### src/rtl/zapper_src_if.sv
// Bundle between the HPS input side and the zapper: requester inputs in, gated zapper feed out.
interface zapper_src_if;
  logic [24:0] ps2_mouse;
  logic [15:0] analog;
  logic        analog_trigger;
  logic [1:0]  force_src;
  logic        mode;
  logic [24:0] mouse_fwd;
  logic        trig_fwd;
  logic        owner_chg;
  logic        busy;

  modport master (
    output ps2_mouse, analog, analog_trigger, force_src,
    input  mode, mouse_fwd, trig_fwd, owner_chg, busy
  );

  modport slave (
    input  ps2_mouse, analog, analog_trigger, force_src,
    output mode, mouse_fwd, trig_fwd, owner_chg, busy
  );
endinterface

### src/rtl/zapper_src_arbiter.sv
// Arbitrates the zapper pointer/trigger between PS/2 mouse and analog stick, with
// idle holdoff before auto-takeover and a drain window after every ownership change.
module zapper_src_arbiter #(
  parameter int DEADZONE    = 16,
  parameter int HOLD_CYCLES = 2_000_000,
  parameter int XFER_CYCLES = 65_536
) (
  input  logic         clk,
  input  logic         reset,
  zapper_src_if.slave  bus
);
  localparam logic signed [8:0] DZ9   = 9'(DEADZONE);
  localparam logic [31:0]       HOLD  = 32'(HOLD_CYCLES);
  localparam logic [31:0]       XLAST = 32'(XFER_CYCLES - 1);

  typedef enum logic [1:0] {OWN_M, OWN_A, XFER} state_e;

  state_e      state_q, state_d;
  logic        tgt_q, tgt_d;
  logic [31:0] idle_q, idle_d;
  logic [31:0] xfer_q, xfer_d;
  logic        pkt_q;
  logic        arm_q, arm_d;
  logic [24:0] mfwd_q, mfwd_d;
  logic        trig_q, trig_d;
  logic        mode_q, mode_d;
  logic        chg_q, chg_d;
  logic        busy_q, busy_d;

  logic m_act, a_act, auto_sel, force_m, force_a;

  // 9-bit magnitude so that -128 maps to +128 instead of wrapping.
  function automatic logic over_dz(input logic [7:0] v);
    logic signed [8:0] s;
    s = $signed({v[7], v});
    if (s < 0) s = -s;
    return s > DZ9;
  endfunction

  always_comb begin
    m_act    = (bus.ps2_mouse[24] != pkt_q) &&
               ((|bus.ps2_mouse[15:8]) || (|bus.ps2_mouse[23:16]) || bus.ps2_mouse[0]);
    a_act    = over_dz(bus.analog[7:0]) || over_dz(bus.analog[15:8]) || bus.analog_trigger;
    force_m  = (bus.force_src == 2'b01);
    force_a  = (bus.force_src == 2'b10);
    auto_sel = !force_m && !force_a;
  end

  always_ff @(posedge clk or posedge reset) begin
    if (reset) begin
      state_q <= OWN_M;
      tgt_q   <= 1'b0;
      idle_q  <= '0;
      xfer_q  <= '0;
      pkt_q   <= 1'b0;
      arm_q   <= 1'b0;
      mfwd_q  <= '0;
      trig_q  <= 1'b0;
      mode_q  <= 1'b0;
      chg_q   <= 1'b0;
      busy_q  <= 1'b0;
    end else begin
      state_q <= state_d;
      tgt_q   <= tgt_d;
      idle_q  <= idle_d;
      xfer_q  <= xfer_d;
      pkt_q   <= bus.ps2_mouse[24];
      arm_q   <= arm_d;
      mfwd_q  <= mfwd_d;
      trig_q  <= trig_d;
      mode_q  <= mode_d;
      chg_q   <= chg_d;
      busy_q  <= busy_d;
    end
  end

  always_comb begin
    state_d = state_q;
    tgt_d   = tgt_q;
    idle_d  = idle_q;
    xfer_d  = xfer_q;
    chg_d   = 1'b0;

    unique case (state_q)
      OWN_M: begin
        if (m_act)              idle_d = '0;
        else if (idle_q != HOLD) idle_d = idle_q + 32'd1;
        if (force_a || (auto_sel && a_act && !m_act && idle_q == HOLD)) begin
          state_d = XFER;
          tgt_d   = 1'b1;
          idle_d  = '0;
          xfer_d  = '0;
          chg_d   = 1'b1;
        end
      end
      OWN_A: begin
        if (a_act)              idle_d = '0;
        else if (idle_q != HOLD) idle_d = idle_q + 32'd1;
        if (force_m || (auto_sel && m_act && !a_act && idle_q == HOLD)) begin
          state_d = XFER;
          tgt_d   = 1'b0;
          idle_d  = '0;
          xfer_d  = '0;
          chg_d   = 1'b1;
        end
      end
      XFER: begin
        // A force toward the non-target source restarts the drain in the other direction.
        if ((tgt_q && force_m) || (!tgt_q && force_a)) begin
          tgt_d  = !tgt_q;
          xfer_d = '0;
          chg_d  = 1'b1;
        end else if (xfer_q == XLAST) begin
          state_d = tgt_q ? OWN_A : OWN_M;
          idle_d  = '0;
          xfer_d  = '0;
        end else begin
          xfer_d = xfer_q + 32'd1;
        end
      end
      default: state_d = OWN_M;
    endcase

    mode_d = (state_d == XFER) ? tgt_d : (state_d == OWN_A);
    busy_d = (state_d == XFER);

    // Forwarding only while ownership is stable across this edge, so nothing leaks into a drain.
    mfwd_d = (state_q == OWN_M && state_d == OWN_M) ? bus.ps2_mouse : mfwd_q;
    arm_d  = (state_q == OWN_A) ? (arm_q || !bus.analog_trigger) : 1'b0;
    trig_d = (state_q == OWN_A) && (state_d == OWN_A) && arm_q && bus.analog_trigger;
  end

  assign bus.mode      = mode_q;
  assign bus.mouse_fwd = mfwd_q;
  assign bus.trig_fwd  = trig_q;
  assign bus.owner_chg = chg_q;
  assign bus.busy      = busy_q;
endmodule

### src/flat_wrapper.sv
// flat-port wrapper written by rule: the top's interface ports become plain ports
module zapper_src_arbiter_flat 
#(
  parameter int DEADZONE    = 16,
  parameter int HOLD_CYCLES = 2_000_000,
  parameter int XFER_CYCLES = 65_536
)
  (clk, reset, bus_ps2_mouse, bus_analog, bus_analog_trigger, bus_force_src, bus_mode, bus_mouse_fwd, bus_trig_fwd, bus_owner_chg, bus_busy);
  zapper_src_if bus_i ();
  input  logic clk;
  input  logic reset;
  input wire logic [$bits(bus_i.ps2_mouse)-1:0] bus_ps2_mouse;
  input wire logic [$bits(bus_i.analog)-1:0] bus_analog;
  input wire logic [$bits(bus_i.analog_trigger)-1:0] bus_analog_trigger;
  input wire logic [$bits(bus_i.force_src)-1:0] bus_force_src;
  output wire logic [$bits(bus_i.mode)-1:0] bus_mode;
  output wire logic [$bits(bus_i.mouse_fwd)-1:0] bus_mouse_fwd;
  output wire logic [$bits(bus_i.trig_fwd)-1:0] bus_trig_fwd;
  output wire logic [$bits(bus_i.owner_chg)-1:0] bus_owner_chg;
  output wire logic [$bits(bus_i.busy)-1:0] bus_busy;
  assign bus_i.ps2_mouse = bus_ps2_mouse;
  assign bus_i.analog = bus_analog;
  assign bus_i.analog_trigger = bus_analog_trigger;
  assign bus_i.force_src = bus_force_src;
  assign bus_mode = bus_i.mode;
  assign bus_mouse_fwd = bus_i.mouse_fwd;
  assign bus_trig_fwd = bus_i.trig_fwd;
  assign bus_owner_chg = bus_i.owner_chg;
  assign bus_busy = bus_i.busy;
  zapper_src_arbiter #(.DEADZONE(DEADZONE), .HOLD_CYCLES(HOLD_CYCLES), .XFER_CYCLES(XFER_CYCLES)) u_core (.clk(clk), .reset(reset), .bus(bus_i));
endmodule
### config.mk
export PLATFORM = sky130hd
export DESIGN_NAME = zapper_src_arbiter_flat
export DESIGN_NICKNAME = d
export VERILOG_FILES = /design/src/rtl/zapper_src_if.sv /design/src/rtl/zapper_src_arbiter.sv /design/src/flat_wrapper.sv
export SDC_FILE = /design/constraint.sdc
export NUM_CORES = 1
export LEC_CHECK = 0
export CAP_MARGIN = 30
export CORE_MARGIN = 3
export CORE_UTILIZATION = 30
export CTS_CLUSTER_SIZE = 16
export DETAILED_ROUTE_END_ITERATION = 8
export GPL_ROUTABILITY_DRIVEN = 0
export GPL_TIMING_DRIVEN = 0
export PLACE_DENSITY = 0.53
export SETUP_SLACK_MARGIN = 0.1
export SYNTH_ARGS = -nofsm -noshare
export SYNTH_HDL_FRONTEND = slang
export SYNTH_SLANG_ARGS = --single-unit
### constraint.sdc
create_clock -name clk -period 10.4 [get_ports clk]
set_clock_uncertainty 0.2 [all_clocks]
set_input_delay 3.12 -clock clk [delete_from_list [all_inputs] [get_ports clk]]
set_output_delay 3.12 -clock clk [all_outputs]
set_load 0.005 [all_outputs]
==> results of run 1 <==
-- kinds of logic (layout without fill, tap and decap cells) --
group	Yosys count	count (layout)
AO/OA/AOI/OAI	120	120
adder cells (fa/ha/maj)	11	11
multiplexers	29	29
AND/OR/NAND/NOR	226	226
buffers and inverters	41	133
flip-flops	98	98
XOR/XNOR	32	32
-- routing by layer --
layer | vias to the layer above | GRT usage [%]
li1 | 2198 | -
met1 | 2155 | 18.4
met2 | 109 | 21.6
met3 | 11 | 3.66
met4 | 0 | 3.16
met5 | - | 0
-- registers in the layout, summed over array words and instances (netlist names) --
signal,flops
u_core.idle_q,32
u_core.xfer_q,32
u_core.bus.mouse_fwd,25
u_core.state_q,2
u_core.arm_q,1
u_core.bus.busy,1
u_core.bus.mode,1
u_core.bus.owner_chg,1
u_core.bus.trig_fwd,1
u_core.pkt_q,1
u_core.tgt_q,1
-- how the worst max path moves through the flow --
stage,start,to,slack [ns],cells after the start
finish,bus_ps2_mouse[15],u_core.bus.mouse_fwd[0],3.84,10
global route,bus_ps2_mouse[15],u_core.bus.mouse_fwd[2],3.63,10
floorplan,bus_analog[10],u_core.bus.mouse_fwd[0],4.35,10
CTS,bus_ps2_mouse[20],u_core.bus.mouse_fwd[4],3.87,10
global placement,reset,u_core.bus.mouse_fwd[16],2.87,2
detailed placement,bus_ps2_mouse[20],u_core.bus.mouse_fwd[4],3.48,10
-- area by class of cell --
cell class	count	area, um^2	share of cell area (%)
Clock buffer	10	239	3.51
Buffer	20	109	1.60
Multi-Input combinational cell	418	2800	41.1
Sequential cell	98	2450	36.0
Inverter	21	81.3	1.19
Tap cell	225	282	4.13
Clock inverter	6	73.8	1.08
Timing Repair Buffer	76	776	11.4
-- Yosys cell counts, drive strengths merged (3+ instances only) --
cell type  instances
ha                11
inv               21
clkbuf            13
nor4              11
o41ai              5
o21ai             44
nor3b              4
nand4             17
dfrtp             98
and3              18
or3                6
o31ai             20
a31oi              6
nand2             39
buf                7
or4                8
mux2i              4
a21oi             18
nand3             21
a311oi             4
xor2              27
nand2b             8
mux2              25
and4               3
xnor2              5
a22o               3
nor3               6
and2               9
or2                3
nor4b              4
nor2              64
-- power by group through the flow --
stage	Sequential, mW	Clock, mW	Combinational, mW
global route	0.499	0.382	0.559
CTS	0.491	0.364	0.522
global placement	0.494	0	0.510
finish	0.490	0.352	0.513
floorplan	0.496	0	0.304
detailed placement	0.497	0	0.520
==> impl_metrics.toml, run 1 <==
[clock_network]
cts_buffer_depth = 2
ctsHtreeMaxLevel = 3
cts-buffers-inserted = 9
cts_setup_buffers = 0
cts_tree = "built"
ctsResizeCount = 0
cts_root_buffer = "clkbuf_16"
postCtsHoldBufs = 0
insertion_delay_ns = 0.35
clk_pin_slew_ns = 0.07
cts.sinks = 98

[worst_setup_path]
cp_num_buf_inv = 2
criticalPathCategory = "input pin to flip-flop"
crit_path_start_kind = "input pin"
cp_max_fo = 10
cp-end-kind = "flip-flop"
cp_top_family = "compound AO/OA/AOI/OAI gates"
r2r_end = "u_core.bus.mouse_fwd[0]"
worstRegToRegCells = 10
critPathArrivalTime_ns = 6.59
crit_slowest_cell = "o41ai_1"
crit_path_cell_trace = "clkdlybuf4s50_1 -> nor4_1 -> nand4_1 -> o41ai_1 -> a31oi_1 -> a311oi_1 -> a211oi_2 -> o221ai_4 -> buf_6 -> mux2_4"
r2r_setup_slack_ns = 6.45
cp.required_ns = 10.44
reg2reg_from = "u_core.idle_q[22]"
slowest_delay_ns = 0.68

[detailed_routing]
drt-pass1-iter-count = 5
wl_per_cell_um = 15.1
vias = 4473
drt_iter0_drc = 218
wl_met2_um = 6240
routed_wl_um = 13200
drc = 0
ant_nets = 0
top_layer = "met4"
wl_met3_um = 641
viasPerCell = 5.12
wl_met1_um = 6200

[yosys]
synth_compound_area_share_pct = 14.8
syn_inst = 557
muxShareOfSynthArea_pct = 7.29
synth-main-ff-cell = "dfrtp_1"
yosysTopAreaCell = "dfrtp_1"
async_flop_share_pct = 100
synth_xor_area_share_pct = 5.15
synth_seq_cells = 98
post_synth.cell_area_avg_um2 = 9.76
ys_seq_area_share_pct = 45.1
synth_area_leaders = "dfrtp_1 45%, mux2_4 5.5%, nor2_1 4.4%"
ys_types = 59
synth_edf_count = 0
synth_top_family_by_area = "simple AND/OR/NAND/NOR gates"
netlist_area_mm2 = 0.00544
yosysTopAreaCellShare_pct = 45.1
synthAdderAreaFrac_pct = 2.53
yosysWarnings = 0
yosys.area_share.simple_pct = 21.7
syn_nets = 614

[grt]
grt_pass1_wl_um = 22000
grt_overflow_total = 0
grt_start_max_net_pins = 54
antenna_found_initial = 0
grt_use_total_pct = 13.5
grt_pass1_vias = 4284

[pwr]
powerDensity_mw_per_mm2 = 199
p_sw_share_pct = 31.6
combPwrFrac_pct = 37.8
power_mw = 1.36
p_int_uw = 928
power_leakage_nw = 2.84
p_sw_uw = 428
seqPwrFrac_pct = 36.2
p_clk_share_pct = 26.0
ir_worst_vdd_mv = 0.109

[hold_path]
hp-start = "u_core.xfer_q[31]"
min_path_cells = 1
hold_class = "flip-flop to flip-flop"
hold_path_end = "u_core.xfer_q[31]"

[flow_run]
maxCapViolations = 0

[floorplanning]
start_util_pct = 31.0
fp.dieW_um = 141
die_area_mm2 = 0.0198
ioPinCount = 75
rows = 48
die_height_um = 141
coreArea_mm2 = 0.0175

[layout]
synthToLayoutAreaGrowth_pct = 25.2
finish.utilization_pct = 38.8
drive_gt1_share_pct = 9.71
nFillCells = 1752
antenna_cells = 0
nets = 701
mostFrequentLayoutCell = "dfrtp_1"
final_cell_mix = "98 x dfrtp_1, 74 x clkdlybuf4s50_1, 64 x nor2_1, 43 x o21ai_0, 39 x nand2_1"
final_cells = 874
fin_area_mm2 = 0.00681

[sta]
slew_headroom_pct = 38.2
max_clock_freq_mhz = 153
timing.hold.ws_ns = 0.299
rsz0062_at_grt = "no"
period_needed_ns = 6.56
tightest_slew_ns = 0.919
post-route-period-util_pct = 63.0
final.setup.tns_ns = 0
fin_ws_ns = 3.84
setup_viol = 0
final_hold_viol_count = 0
finalMaxSlewViolations = 0

[placed_design]
numPortBuffers = 74
placed_area_mm2 = 0.00650
hpwl_um = 9460
dpl_worst_slack_ns = 3.48
dp_cells = 858

[outcome]
outcome = "finished, final reports clean"
(Power assumes the default switching activity.)
==> run 2: changes to the inputs <==
- clock period: 10.4 -> 6.3 ns (I/O delays scaled with it)
==> results of run 2 <==
Same layout as run 1 (identical final DEF). Status: finished, final reports clean.
Main changes from that run: setup slack after placement 3.48 ns -> 0.614 ns; setup slack after layout 3.84 ns -> 0.974 ns; register-to-register setup slack 6.45 ns -> 2.35 ns; total power 1.36 mW -> 2.24 mW; worst IR drop on VDD 0.109 mV -> 0.180 mV
==> run 3: changes to the inputs <==
- PLACE_DENSITY: 0.53 -> 0.55
- clock period: 6.3 -> 4.8 ns (I/O delays scaled with it)
==> run 3 against run 2 <==
  * Die area did not move
  * Sequential power rose by 31%
  * Sequential share of layout area fell by 0.64 points
  * Largest cell class unchanged
  * Global-route usage fell by 0.074 points
  * Register-to-register slack got worse by 1.4 ns
  * Flip-flop and latch count did not move
  * Final cell count rose by 0.57%
  * Critical endpoint is now u_core.xfer_q[6]
  * Via count rose by 1.3%
==> impl_metrics.toml, run 3 (same netlist as run 1, synthesis figures left out) <==
[layout]
mostFrequentLayoutCell = "dfrtp_1"
multi_input_area_mm2 = 0.00287
antenna_cells = 0
seqCellArea_mm2 = 0.00245
synthToLayoutAreaGrowth_pct = 27.5
nFillCells = 1757
drive_gt1_share_pct = 11.6
final_cell_mix = "98 x dfrtp_1, 71 x clkdlybuf4s50_1, 63 x nor2_1, 41 x o21ai_0, 39 x nand2_1"
fin_area_mm2 = 0.00693
nets = 706

[sta]
finalMaxSlewViolations = 0
timing.hold.ws_ns = 0.284
period_needed_ns = 4.59
slew_headroom_pct = 38.6
post-route-period-util_pct = 95.7
setup_viol = 0
final_hold_viol_count = 0
rsz0062_at_grt = "no"
max_clock_freq_mhz = 218
tightest_slew_ns = 0.913

[worst_setup_path]
critPathArrivalTime_ns = 4.65
slowest_delay_ns = 0.58
cp-end-kind = "flip-flop"
cp_max_fo = 10
crit_path_cell_trace = "clkdlybuf4s50_1 -> or4_4 -> nor2_1 -> a22oi_1 -> and3_1 -> buf_4 -> a2111o_1 -> buf_4 -> a311o_1 -> buf_4 -> buf_6 -> o31ai_1"
criticalPathCategory = "input pin to flip-flop"
crit_slowest_cell = "or4_4"
cp.required_ns = 4.86
crit_path_start_kind = "input pin"
critPathMostFrequentCell = "buf_4"

[detailed_routing]
drt-pass1-iter-count = 5
vias = 4530
drc = 0
wl_per_cell_um = 15.2
routed_wl_um = 13400
drt_iter0_drc = 216
viasPerCell = 5.15
ant_nets = 0

[grt]
grt_overflow_total = 0
grtUsageMet1_pct = 17.7
gr-usage-met2_pct = 22.4
grt_pass1_vias = 4471
busiest_layer = "met2"
antenna_found_initial = 0
grt_start_max_net_pins = 65
met3_usage_pct = 2.95
grt_pass1_wl_um = 22000
grt_use_total_pct = 13.4

[floorplanning]
rows = 48
start_util_pct = 31.0
die_area_mm2 = 0.0198
ioPinCount = 75
die_height_um = 141
coreArea_mm2 = 0.0175
fp.dieW_um = 141

[pwr]
power_leakage_nw = 2.92
seqPwrFrac_pct = 35.9
p_clk_share_pct = 23.7
p_int_mw = 2.01
powerDensity_mw_per_mm2 = 427
combPwrFrac_pct = 40.4
p_sw_uw = 952
p_sw_share_pct = 32.2
ir_worst_vdd_mv = 0.267

[clock_network]
insertion_delay_ns = 0.35
cts.sinks = 98
cts-buffers-inserted = 9
cts_buffer_depth = 2
ctsHtreeMaxLevel = 3
clk_pin_slew_ns = 0.07
cts_root_buffer = "clkbuf_16"
cts_tree = "built"

[placed_design]
hpwl_um = 9570
placed_area_mm2 = 0.00650
numPortBuffers = 74

[hold_path]
hold_class = "flip-flop to flip-flop"

[outcome]
outcome = "finished, final reports clean"

[flow_run]
maxCapViolations = 0
==> run 3: cell type report <==
| cell class | count | area share (%) |
|---|---|---|
| clock buffer | 9 | 3.25 |
| timing repair buffer | 81 | 12.1 |
| buffer | 20 | 1.84 |
| inverter | 21 | 1.17 |
| multi-input combinational | 418 | 41.3 |
| clock inverter | 7 | 0.902 |
| tap | 225 | 4.06 |
| sequential | 98 | 35.4 |
==> run 3: critical path, delay by kind of cell <==
kind                   cells  cell delay [ns]
buffers and inverters      5             1.18
AO/OA/AOI/OAI              4             1.12
AND/OR/NAND/NOR            3             0.89
==> run 3: per-layer routing <==
metal / routed length (um) / up-vias
li1: - / 2211
met1: 6250 / 2217
met2: 6450 / 91
met3: 510 / 11
met4: 152 / 0
met5: 0 / -
==> run 3: power by group through the flow <==
stage | sequential (mW) | clock [mW] | combinational, mW
floorplan | 1.08 | 0 | 0.660
global placement | 1.07 | 0 | 1.10
detailed placement | 1.08 | 0 | 1.12
CTS | 1.06 | 0.734 | 1.14
global route | 1.08 | 0.764 | 1.29
finish | 1.06 | 0.700 | 1.20
==> run 3: what timing repair did <==
| item | CTS | global route |
|---|---|---|
| gates cloned | 0 | 1 |
| resized for setup | 1 | 22 |
| buffers inserted | 1 | 3 |
| setup endpoints to repair | 25 | 69 |
| pin swaps | 2 | 6 |
| hold buffers | 0 | 0 |
==> run 3: path summary, 6_finish.rpt <==
kind | startpoint | endpoint | slack, ns | depth (start not counted)
max reg2reg | u_core.xfer_q[0] | u_core.idle_q[19] | 0.91 | 9
min in group asynchronous | reset | u_core.idle_q[5] | 1.26 | 2
min | u_core.xfer_q[31] | u_core.xfer_q[31] | 0.28 | 1
min reg2reg | u_core.xfer_q[31] | u_core.xfer_q[31] | 0.28 | 1
max | bus_analog[2] | u_core.xfer_q[6] | 0.21 | 12
max in group asynchronous | reset | u_core.bus.mouse_fwd[3] | 2.46 | 3
==> run 3: per-stage QoR <==
| step | total power [mW] | cells | TNS [ns] | worst slack (ns) | utilization, % |
|---|---|---|---|---|---|
| 4_1_cts | 2.94 | 875 | 0 | 0.158 | 38.8 |
| 6_report | 2.96 | 879 | 0 | 0.205 | 39.5 |
| 3_5_place_dp | 2.20 | 858 | -15.71 | -0.532 | 37.1 |
| 2_1_floorplan | 1.74 | 557 | 0 | 0.430 | - |
| 3_3_place_gp | 2.17 | 856 | -110.61 | -1.02 | 36.8 |
| 5_1_grt | 3.14 | 879 | 0 | 0.0388 | 39.5 |
